## src/rtl/fir_output_conditioner.sv

```systemverilog
// Rescales the full-precision FIR output (round, then saturate to the sample width),
// optionally decimates, and buffers results in a FIFO behind a valid/ready handshake.
// Define FIR_SAT_COUNT_EN to add the saturating sat_count95 output.
module fir_output_conditioner #(
  parameter int IN_W       = 40,
  parameter int OUT_W      = 17,
  parameter int SHIFT      = 15,
  parameter int DECIM      = 1,
  parameter int FIFO_DEPTH = 4
) (
  input  logic                          clock95,
  input  logic                          reset95,
  input  logic signed [IN_W-1:0]        filter_output95,
  input  logic                          in_valid95,
  output logic signed [OUT_W-1:0]       out_data95,
  output logic                          out_valid95,
  input  logic                          out_ready95,
  output logic [$clog2(FIFO_DEPTH):0]   fifo_level95,
  output logic                          sat_flag95,
`ifdef FIR_SAT_COUNT_EN
  output logic [15:0]                   sat_count95,
`endif
  output logic                          overflow95
);

  localparam int PTR_W = $clog2(FIFO_DEPTH);
  localparam int LVL_W = PTR_W + 1;
  localparam int CNT_W = 4;
  localparam logic [LVL_W-1:0] FULL_LVL = LVL_W'(FIFO_DEPTH);
  localparam logic [CNT_W-1:0] CNT_LAST = CNT_W'(DECIM - 1);
  localparam logic signed [IN_W:0] HALF  = {{(IN_W-SHIFT+1){1'b0}}, 1'b1, {(SHIFT-1){1'b0}}};
  localparam logic signed [IN_W:0] MAX_V = {{(IN_W-OUT_W+2){1'b0}}, {(OUT_W-1){1'b1}}};
  localparam logic signed [IN_W:0] MIN_V = {{(IN_W-OUT_W+2){1'b1}}, {(OUT_W-1){1'b0}}};
  localparam logic [OUT_W-1:0] POS_CLAMP = {1'b0, {(OUT_W-1){1'b1}}};
  localparam logic [OUT_W-1:0] NEG_CLAMP = {1'b1, {(OUT_W-1){1'b0}}};

  // One guard bit keeps the rounding add from wrapping at the most positive input.
  function automatic logic signed [IN_W:0] round_shift(input logic signed [IN_W-1:0] x);
    logic signed [IN_W:0] ext;
    ext = $signed({x[IN_W-1], x}) + HALF;
    return ext >>> SHIFT;
  endfunction

  // Returns {saturated, sample}.
  function automatic logic [OUT_W:0] saturate(input logic signed [IN_W:0] r);
    if (r > MAX_V)      return {1'b1, POS_CLAMP};
    else if (r < MIN_V) return {1'b1, NEG_CLAMP};
    else                return {1'b0, r[OUT_W-1:0]};
  endfunction

  logic signed [IN_W:0]  rnd_p0_q, rnd_p0_d;
  logic                  vld_p0_q, vld_p0_d;
  logic [OUT_W-1:0]      smp_p1_q, smp_p1_d;
  logic                  sat_p1_q, sat_p1_d;
  logic                  vld_p1_q, vld_p1_d;
  logic [CNT_W-1:0]      dec_cnt_q, dec_cnt_d;
  logic [OUT_W-1:0]      mem_q [FIFO_DEPTH];
  logic [OUT_W-1:0]      mem_d [FIFO_DEPTH];
  logic [PTR_W-1:0]      wr_ptr_q, wr_ptr_d, rd_ptr_q, rd_ptr_d;
  logic [LVL_W-1:0]      level_q, level_d;
  logic                  sat_flag_q, sat_flag_d;
  logic                  ovf_q, ovf_d;
  logic                  keep, push_req, pop, full, push, drop;
`ifdef FIR_SAT_COUNT_EN
  logic [15:0]           sat_cnt_q, sat_cnt_d;
`endif

  always_comb begin
    // Stage p0: round and shift
    vld_p0_d = in_valid95;
    rnd_p0_d = round_shift(filter_output95);
    // Stage p1: saturate to sample width
    vld_p1_d = vld_p0_q;
    {sat_p1_d, smp_p1_d} = saturate(rnd_p0_q);
    // Decimation and FIFO push/pop
    keep     = (dec_cnt_q == '0);
    push_req = vld_p1_q & keep;
    pop      = (level_q != '0) & out_ready95;
    full     = (level_q == FULL_LVL);
    push     = push_req & (~full | pop);
    drop     = push_req & full & ~pop;

    dec_cnt_d = dec_cnt_q;
    if (vld_p1_q) dec_cnt_d = (dec_cnt_q == CNT_LAST) ? '0 : dec_cnt_q + CNT_W'(1);

    mem_d = mem_q;
    if (push) mem_d[wr_ptr_q] = smp_p1_q;
    wr_ptr_d = push ? wr_ptr_q + PTR_W'(1) : wr_ptr_q;
    rd_ptr_d = pop  ? rd_ptr_q + PTR_W'(1) : rd_ptr_q;

    case ({push, pop})
      2'b10:   level_d = level_q + LVL_W'(1);
      2'b01:   level_d = level_q - LVL_W'(1);
      default: level_d = level_q;
    endcase

    sat_flag_d = push ? sat_p1_q : sat_flag_q;
    ovf_d      = ovf_q | drop;
`ifdef FIR_SAT_COUNT_EN
    sat_cnt_d = sat_cnt_q;
    if (push && sat_p1_q && sat_cnt_q != 16'hFFFF) sat_cnt_d = sat_cnt_q + 16'd1;
`endif
  end

  always_ff @(posedge clock95) begin
    if (reset95) begin
      vld_p0_q   <= 1'b0;
      vld_p1_q   <= 1'b0;
      dec_cnt_q  <= '0;
      wr_ptr_q   <= '0;
      rd_ptr_q   <= '0;
      level_q    <= '0;
      sat_flag_q <= 1'b0;
      ovf_q      <= 1'b0;
`ifdef FIR_SAT_COUNT_EN
      sat_cnt_q  <= '0;
`endif
    end else begin
      vld_p0_q   <= vld_p0_d;
      vld_p1_q   <= vld_p1_d;
      dec_cnt_q  <= dec_cnt_d;
      wr_ptr_q   <= wr_ptr_d;
      rd_ptr_q   <= rd_ptr_d;
      level_q    <= level_d;
      sat_flag_q <= sat_flag_d;
      ovf_q      <= ovf_d;
`ifdef FIR_SAT_COUNT_EN
      sat_cnt_q  <= sat_cnt_d;
`endif
    end
  end

  always_ff @(posedge clock95) begin
    rnd_p0_q <= rnd_p0_d;
    smp_p1_q <= smp_p1_d;
    sat_p1_q <= sat_p1_d;
    mem_q    <= mem_d;
  end

  // Head is forced to zero when empty so storage needs no reset.
  assign out_data95   = (level_q != '0) ? $signed(mem_q[rd_ptr_q]) : '0;
  assign out_valid95  = (level_q != '0);
  assign fifo_level95 = level_q;
  assign sat_flag95   = sat_flag_q;
  assign overflow95   = ovf_q;
`ifdef FIR_SAT_COUNT_EN
  assign sat_count95  = sat_cnt_q;
`endif

endmodule

```

## config.mk

```make
export PLATFORM = sky130hd
export DESIGN_NAME = fir_output_conditioner
export DESIGN_NICKNAME = d
export VERILOG_FILES = /design/src/rtl/fir_output_conditioner.sv
export SDC_FILE = /design/constraint.sdc
export NUM_CORES = 1
export LEC_CHECK = 0
export ABC_AREA = 1
export CAP_MARGIN = 10
export CORE_ASPECT_RATIO = 0.7
export CORE_MARGIN = 3
export CORE_UTILIZATION = 40
export DETAILED_ROUTE_END_ITERATION = 10
export PLACE_DENSITY = 0.71
export SLEW_MARGIN = 0
export SYNTH_ARGS = -nofsm -noshare
export SYNTH_HDL_FRONTEND = slang
export SYNTH_SLANG_ARGS = --single-unit
```

## constraint.sdc

```tcl
create_clock -name clock95 -period 2.3 [get_ports clock95]
set_input_delay 0.345 -clock clock95 [delete_from_list [all_inputs] [get_ports clock95]]
set_output_delay 0.345 -clock clock95 [all_outputs]
set_load 0.01 [all_outputs]
```

==> results.md, run 1 <==
- Status: completed
- Number of nets with antenna violations after routing: 0
- Worst Hold Class: register to register
- Final HPWL DP: 7120 um
- Rows: 33
- CTS tree: done
- DRC violations left: 0
- Mapped Area: 5110 um^2
- Final Critical Period: 2.15 ns
- Worst Min Path Start: vld_p0_q
- Htree depth: 4
- Avg WL per Cell: 14.3 um
- Clk root buf: clkbuf_16
- Crit. End Element: primary output
- Initial Util: 42.2%
- Max VDD drop: 566 uV
- Arr. time, crit path: 1.80 ns
- Syn nets: 575
- Clock buffer depth: 2
- Syn avg cell area: 9.77 um^2
- Synth cell types: 31
- Final Cycle Share: 93.3%
- Post-Route Setup TNS: 0 ns
- Post-placement setup slack: 0.226 ns
- # resized after CTS: 24
- Worst Slack Setup Final: 0.153 ns
- DR iter-0 viols: 228
- Slew HR: 56.6%
- Worst reg2reg startpoint: fifo_level95[0]
- DRT Pass-1 Iters: 4
- Reg clk slew, reported paths: 0.05 ns
- Worst hold slack: 0.399 ns
- Initial antenna violation count: 0
- Layout Skew: 0.00623 ns
- Postcts setup bufs: 0
- Diode count: 0
- Clk_lat worst skew: 0.41 ns
- Share of layout cells above drive strength 1: 9.77%
- MaxCap Viol Count: 0
- Hold Violations, Final: 0
- CTS Hold Bufs: 0
- Synth-to-Final Area Change: 28.7%
- Pleak: 2.62 nW
- Gr ovfl total: 0
- CP max FO: 17
- Finished Core Util: 54.4%
- Final #Nets: 643
- CP startpoint kind: register
- WS Path Type: register to primary output
- CORE AREA: 12100 um^2
- Final Max Tran Viols: 0
- Final setup fails: 0
- Die H: 101 um
- DIE WIDTH: 141 um
- Placer Congestion: 0.888
- Vias in the first global route: 3693
- Clk sink count: 127
- Post-synthesis cell count: 523
- Flops & latches, synth: 127
- Seq/Total Area, Yosys: 63.1%
- Full die area: 14200 um^2
- Drt total wl: 10900 um
- Port Buffers: 52
- Largest net degree at the start of global routing: 31
- CP startpoint: rd_ptr_q[0]
- Yosys warns: 0
- RSZ-0062 raised after global routing: no
- CTS Buf Count: 17
- Worst-Margin Slew: 0.651 ns
- Routed vias: 3646
- All-layer global routing usage: 16.2%
- First-pass GRT wire length: 17900 um
- Pwr/cell area: 1060 nW/um^2
- Top Ports: 67
- Crit path required time: 1.96 ns
- Fmax achieved: 466 MHz
- Vias per inst: 4.79
## worst paths after layout
kind	endpoint	slack (ns)	cells after the start
worst min-delay path	vld_p1_q	0.40	2
worst max register to register	fifo_level95[2]	0.41	13
worst min register to register	vld_p1_q	0.40	2
worst max-delay path	out_data95[16]	0.15	6
## sequential cells by signal, indices dropped and copies added (netlist names), 2 cells and up
name	flops
dec_cnt_q	4
fifo_level95	3
mem_q	68
rd_ptr_q	2
rnd_p0_q	26
smp_p1_q	17
wr_ptr_q	2
## metal layers
layer,track usage (%),wire length [um],up-vias
li1,-,-,1868
met1,21.1,5140,1681
met2,26.3,5160,87
met3,4.88,519,10
met4,4.84,63,0
met5,0,0,-
## synthesized netlist by cell type, drive strengths merged
cell      n  area share (%)
nor3     12             1.5
nand4     4            0.49
a21oi    27             2.6
nor3b     2            0.29
edfxtp   68              40
ha        7             1.7
nand3b    4            0.59
dfxtp    59              23
inv      40             2.9
buf      10             1.0
xor2     18             3.1
nor4      1            0.12
o31ai     1            0.42
nand2   101             7.5
nand3    17             1.9
o21ai    38             3.7
nor2    104             7.7
xnor2     2            0.34
a31oi     1            0.12
fa        1            0.39
clkinv    1           0.073
clkbuf    5            0.42
## placed cells by master, fill, tap and decap left out, types with 2 or more instances in the layout
cell,instances
nor2_1,101
inv_6,2
inv_1,38
clkbuf_16,17
nand3_2,2
dfxtp_1,56
buf_12,6
nor3b_1,2
nand3_1,15
nand3b_1,4
nand2_1,100
dlygate4sd2_1,17
clkinvlp_4,3
nor2_2,3
a21oi_2,2
inv_2,2
edfxtp_1,68
nand4_1,4
ha_1,7
dfxtp_2,3
nor3_1,10
clkinv_4,2
xnor2_1,2
clkbuf_8,2
a21oi_1,25
o21ai_0,37
xor2_1,18
clkdlybuf4s50_1,35
bufinv_16,4
buf_4,5
## cell type report
| class | count | area, um^2 |
|---|---|---|
| fill | 1031 | 5520 |
| sequential | 127 | 3230 |
| multi-input combinational | 340 | 1670 |
| timing repair buffer | 64 | 689 |
| clock buffer | 20 | 457 |
| tap | 157 | 196 |
| clock inverter | 12 | 183 |
| inverter | 41 | 154 |
## critical path, cell delays in order (launching register included)
cell and delay (ns):
dfxtp_2 0.38, bufbuf_16 0.31, nor2_1 0.05, nor2_1 0.08
o21ai_0 0.09, a21oi_1 0.19, dlygate4sd2_1 0.29
## metrics by stage
| stage | instances | area [um^2] | total power [mW] |
|---|---|---|---|
| 2_1_floorplan | 523 | 5110 | 3.43 |
| 3_3_place_gp | 728 | 5910 | 4.23 |
| 3_5_place_dp | 728 | 5910 | 4.26 |
| 4_1_cts | 761 | 6580 | 7.06 |
| 5_1_grt | 761 | 6580 | 7.34 |
| 6_report | 761 | 6580 | 7.00 |
## power by group
| group | internal [mW] | switching (mW) |
|---|---|---|
| registers | 2.51 | 0.0877 |
| clock network | 1.88 | 0.961 |
| logic | 0.671 | 0.895 |
| total | 5.06 | 1.94 |
## cells by family (layout without fill, tap and decap cells)
kind of cell               count (synthesis)  after routing  synth area share [%]
AOI/OAI and AO/OA                         67             67                  6.90
xor gates and xnor gates                  20             20                  3.43
adders and majority gates                  8              8                  2.11
buffers and inverters                     56            137                  4.46
DFF                                      127            127                  63.1
and+or+nand+nor                          245            245                  20.0
Note: power is estimated with default switching activity, not from simulation.
==> run 2: changes to the inputs <==
CELL_PAD_IN_SITES_DETAIL_PLACEMENT = 0   (was not set)
CELL_PAD_IN_SITES_GLOBAL_PLACEMENT = 1   (was not set)
PLACE_DENSITY = not set   (was 0.71)
PLACE_DENSITY_LB_ADDON = 0.1   (was not set)
==> run 2 against run 1 <==
Against the previous run:
- fmax is 0.98% higher
- wire length is 1.3% higher
- via count is 0.33% lower
- sequential share of layout area is 1.1 points higher
- non-clock buffer count is 2 higher
- sequential cell count stayed put
- design area is 2.1% lower
- total power is 8.1% lower
- clock skew is 0.0019 ns higher
- critical path type unchanged
- largest power group is now registers
==> results.md, run 2 (same netlist as run 1, synthesis figures left out) <==
- Status: completed
- Final Critical Period: 2.13 ns
- Number of nets with antenna violations after routing: 0
- Pleak: 2.56 nW
- Clk root buf: clkbuf_16
- DRC violations left: 0
- Vias in the first global route: 3546
- Vias per inst: 4.76
- Diode count: 0
- Final HPWL DP: 7700 um
- Pwr/cell area: 1000 nW/um^2
- Fmax achieved: 470 MHz
- Die H: 101 um
- CTS Buf Count: 17
- Full die area: 14200 um^2
- Crit path required time: 1.96 ns
- Rows: 33
- CORE AREA: 12100 um^2
- Clk_lat worst skew: 0.40 ns
- Routed vias: 3634
- Final Cycle Share: 92.4%
- Post-placement setup slack: 0.224 ns
- CTS Hold Bufs: 0
- Pint: 4.52 mW
- Drt total wl: 11000 um
- Final setup fails: 0
- Placer Congestion: 0.915
- Critical path's top delay family: buffers and inverters
- Initial antenna violation count: 0
- Final #Nets: 645
- Port Buffers: 52
- Combinational share of power: 23.4%
- WS Path Type: register to primary output
- Synth-to-Final Area Change: 25.9%
- Clk sink count: 127
- All-layer global routing usage: 16.4%
- Post-Route Setup TNS: 0 ns
- Arr. time, crit path: 1.78 ns
- Max reg flops: 68
- DIE WIDTH: 141 um
- NetSw: 1.92 mW
- Final Max Tran Viols: 0
- Critical Path, Cell by Cell: nor2_1 -> nand2_1 -> clkinv_1 -> buf_4 -> a21oi_1 -> dlygate4sd2_1
- CP startpoint kind: register
- Initial Util: 42.2%
- Largest reg by FF count: mem_q
- Worst-Margin Slew: 0.651 ns
- Switching Fraction: 29.8%
- CP max FO: 17
- DRT Pass-1 Iters: 5
- RSZ-0062 raised after global routing: no
- Htree depth: 4
- Crit-path slowest cell: dfxtp_2
- Gr ovfl total: 0
- Worst hold slack: 0.395 ns
- Slew HR: 56.6%
- Reg clk slew, reported paths: 0.06 ns
- Most frequent cells in the layout: 102 x nor2_1, 100 x nand2_1, 68 x edfxtp_1
- First-pass GRT wire length: 17500 um
- Avg WL per Cell: 14.4 um
- Clock buffer depth: 2
- DR iter-0 viols: 208
- Max VDD drop: 818 uV
- Slowest stage delay, CP: 0.35 ns
- MaxCap Viol Count: 0
- Buf/Inv on CP: 3
- Hold Violations, Final: 0
- Reg power frac: 40.3%
- Biggest regs: mem_q: 68 flops, rnd_p0_q: 26 flops, smp_p1_q: 17 flops
- Share of layout cells above drive strength 1: 9.74%
- Most common cell after layout, fill and taps aside: nor2_1
- CTS tree: done
- Worst Hold Class: register to register
- Layout Skew: 0.00816 ns
- Crit. End Element: primary output
- Largest net degree at the start of global routing: 26
- Clock Power Share: 36.3%
- Top Ports: 67
- Worst Slack Setup Final: 0.174 ns
run 2: changes by cell type in the layout (fill, tap and decap cells not counted), moves of 2 or more:
cell,previous run,this run
buf_12,6,4
buf_4,5,9
bufinv_16,4,0
clkinv_2,1,5
run 2: worst min-delay path, cell delays in order, from the launching register on:
cell and delay [ns]:
dfxtp_1 0.29, inv_1 0.04, nor2_1 0.03
run 2: what timing repair did:
item,in CTS,in global routing
setup endpoints to repair,17,0
gates resized for setup,23,0
buffers inserted,1,0
endpoints found under the hold margin,0,0
run 2: metrics by stage:
stage / instance area [um^2] / total power [mW] / cells / utilization [%]
2_1_floorplan: 5110 / 3.43 / 523 / -
3_3_place_gp: 5900 / 4.24 / 730 / 48.8
3_5_place_dp: 5900 / 4.27 / 730 / 48.8
4_1_cts: 6440 / 6.53 / 763 / 53.2
5_1_grt: 6440 / 6.78 / 763 / 53.2
6_report: 6440 / 6.44 / 763 / 53.2
run 2: final timing paths:
path	startpoint	endpoint	slack (ns)	cells past startpoint
setup / recovery	fifo_level95[0]	out_data95[4]	0.17	6
hold / removal	vld_p0_q	vld_p1_q	0.40	2
setup reg to reg	fifo_level95[0]	fifo_level95[2]	0.38	13
hold reg to reg	vld_p0_q	vld_p1_q	0.40	2
run 2: metal layers:
metal | up-vias | share of wire (%) | wire length [um] | GRT usage, %
li1 | 1866 | - | - | -
met1 | 1696 | 49 | 5390 | 22.3
met2 | 68 | 46 | 5040 | 25.0
met3 | 4 | 4.8 | 530 | 4.79
met4 | 0 | 0.55 | 61 | 6.18
met5 | - | 0 | 0 | 0
run 2: power groups by stage:
stage	Clock, mW	Sequential, mW	Combinational, mW
2_1_floorplan	0	2.62	0.818
3_3_place_gp	0	2.63	1.61
3_5_place_dp	0	2.63	1.63
6_report	2.34	2.59	1.51
4_1_cts	2.41	2.59	1.53
5_1_grt	2.51	2.61	1.67
run 2: layout make-up:
cell class / count / area (um^2)
Sequential cell: 127 / 3230
Multi-Input combinational cell: 340 / 1670
Fill cell: 1081 / 5660
Timing Repair Buffer: 66 / 658
Clock inverter: 14 / 93.8
Clock buffer: 18 / 439
Inverter: 41 / 154
Tap cell: 157 / 196
==> run 3: changes to the inputs <==
ABC_CLOCK_PERIOD_IN_PS = 2300   (was not set)
==> results of run 3 <==
Same layout as run 2: the final DEF is identical, and so are final timing and power.
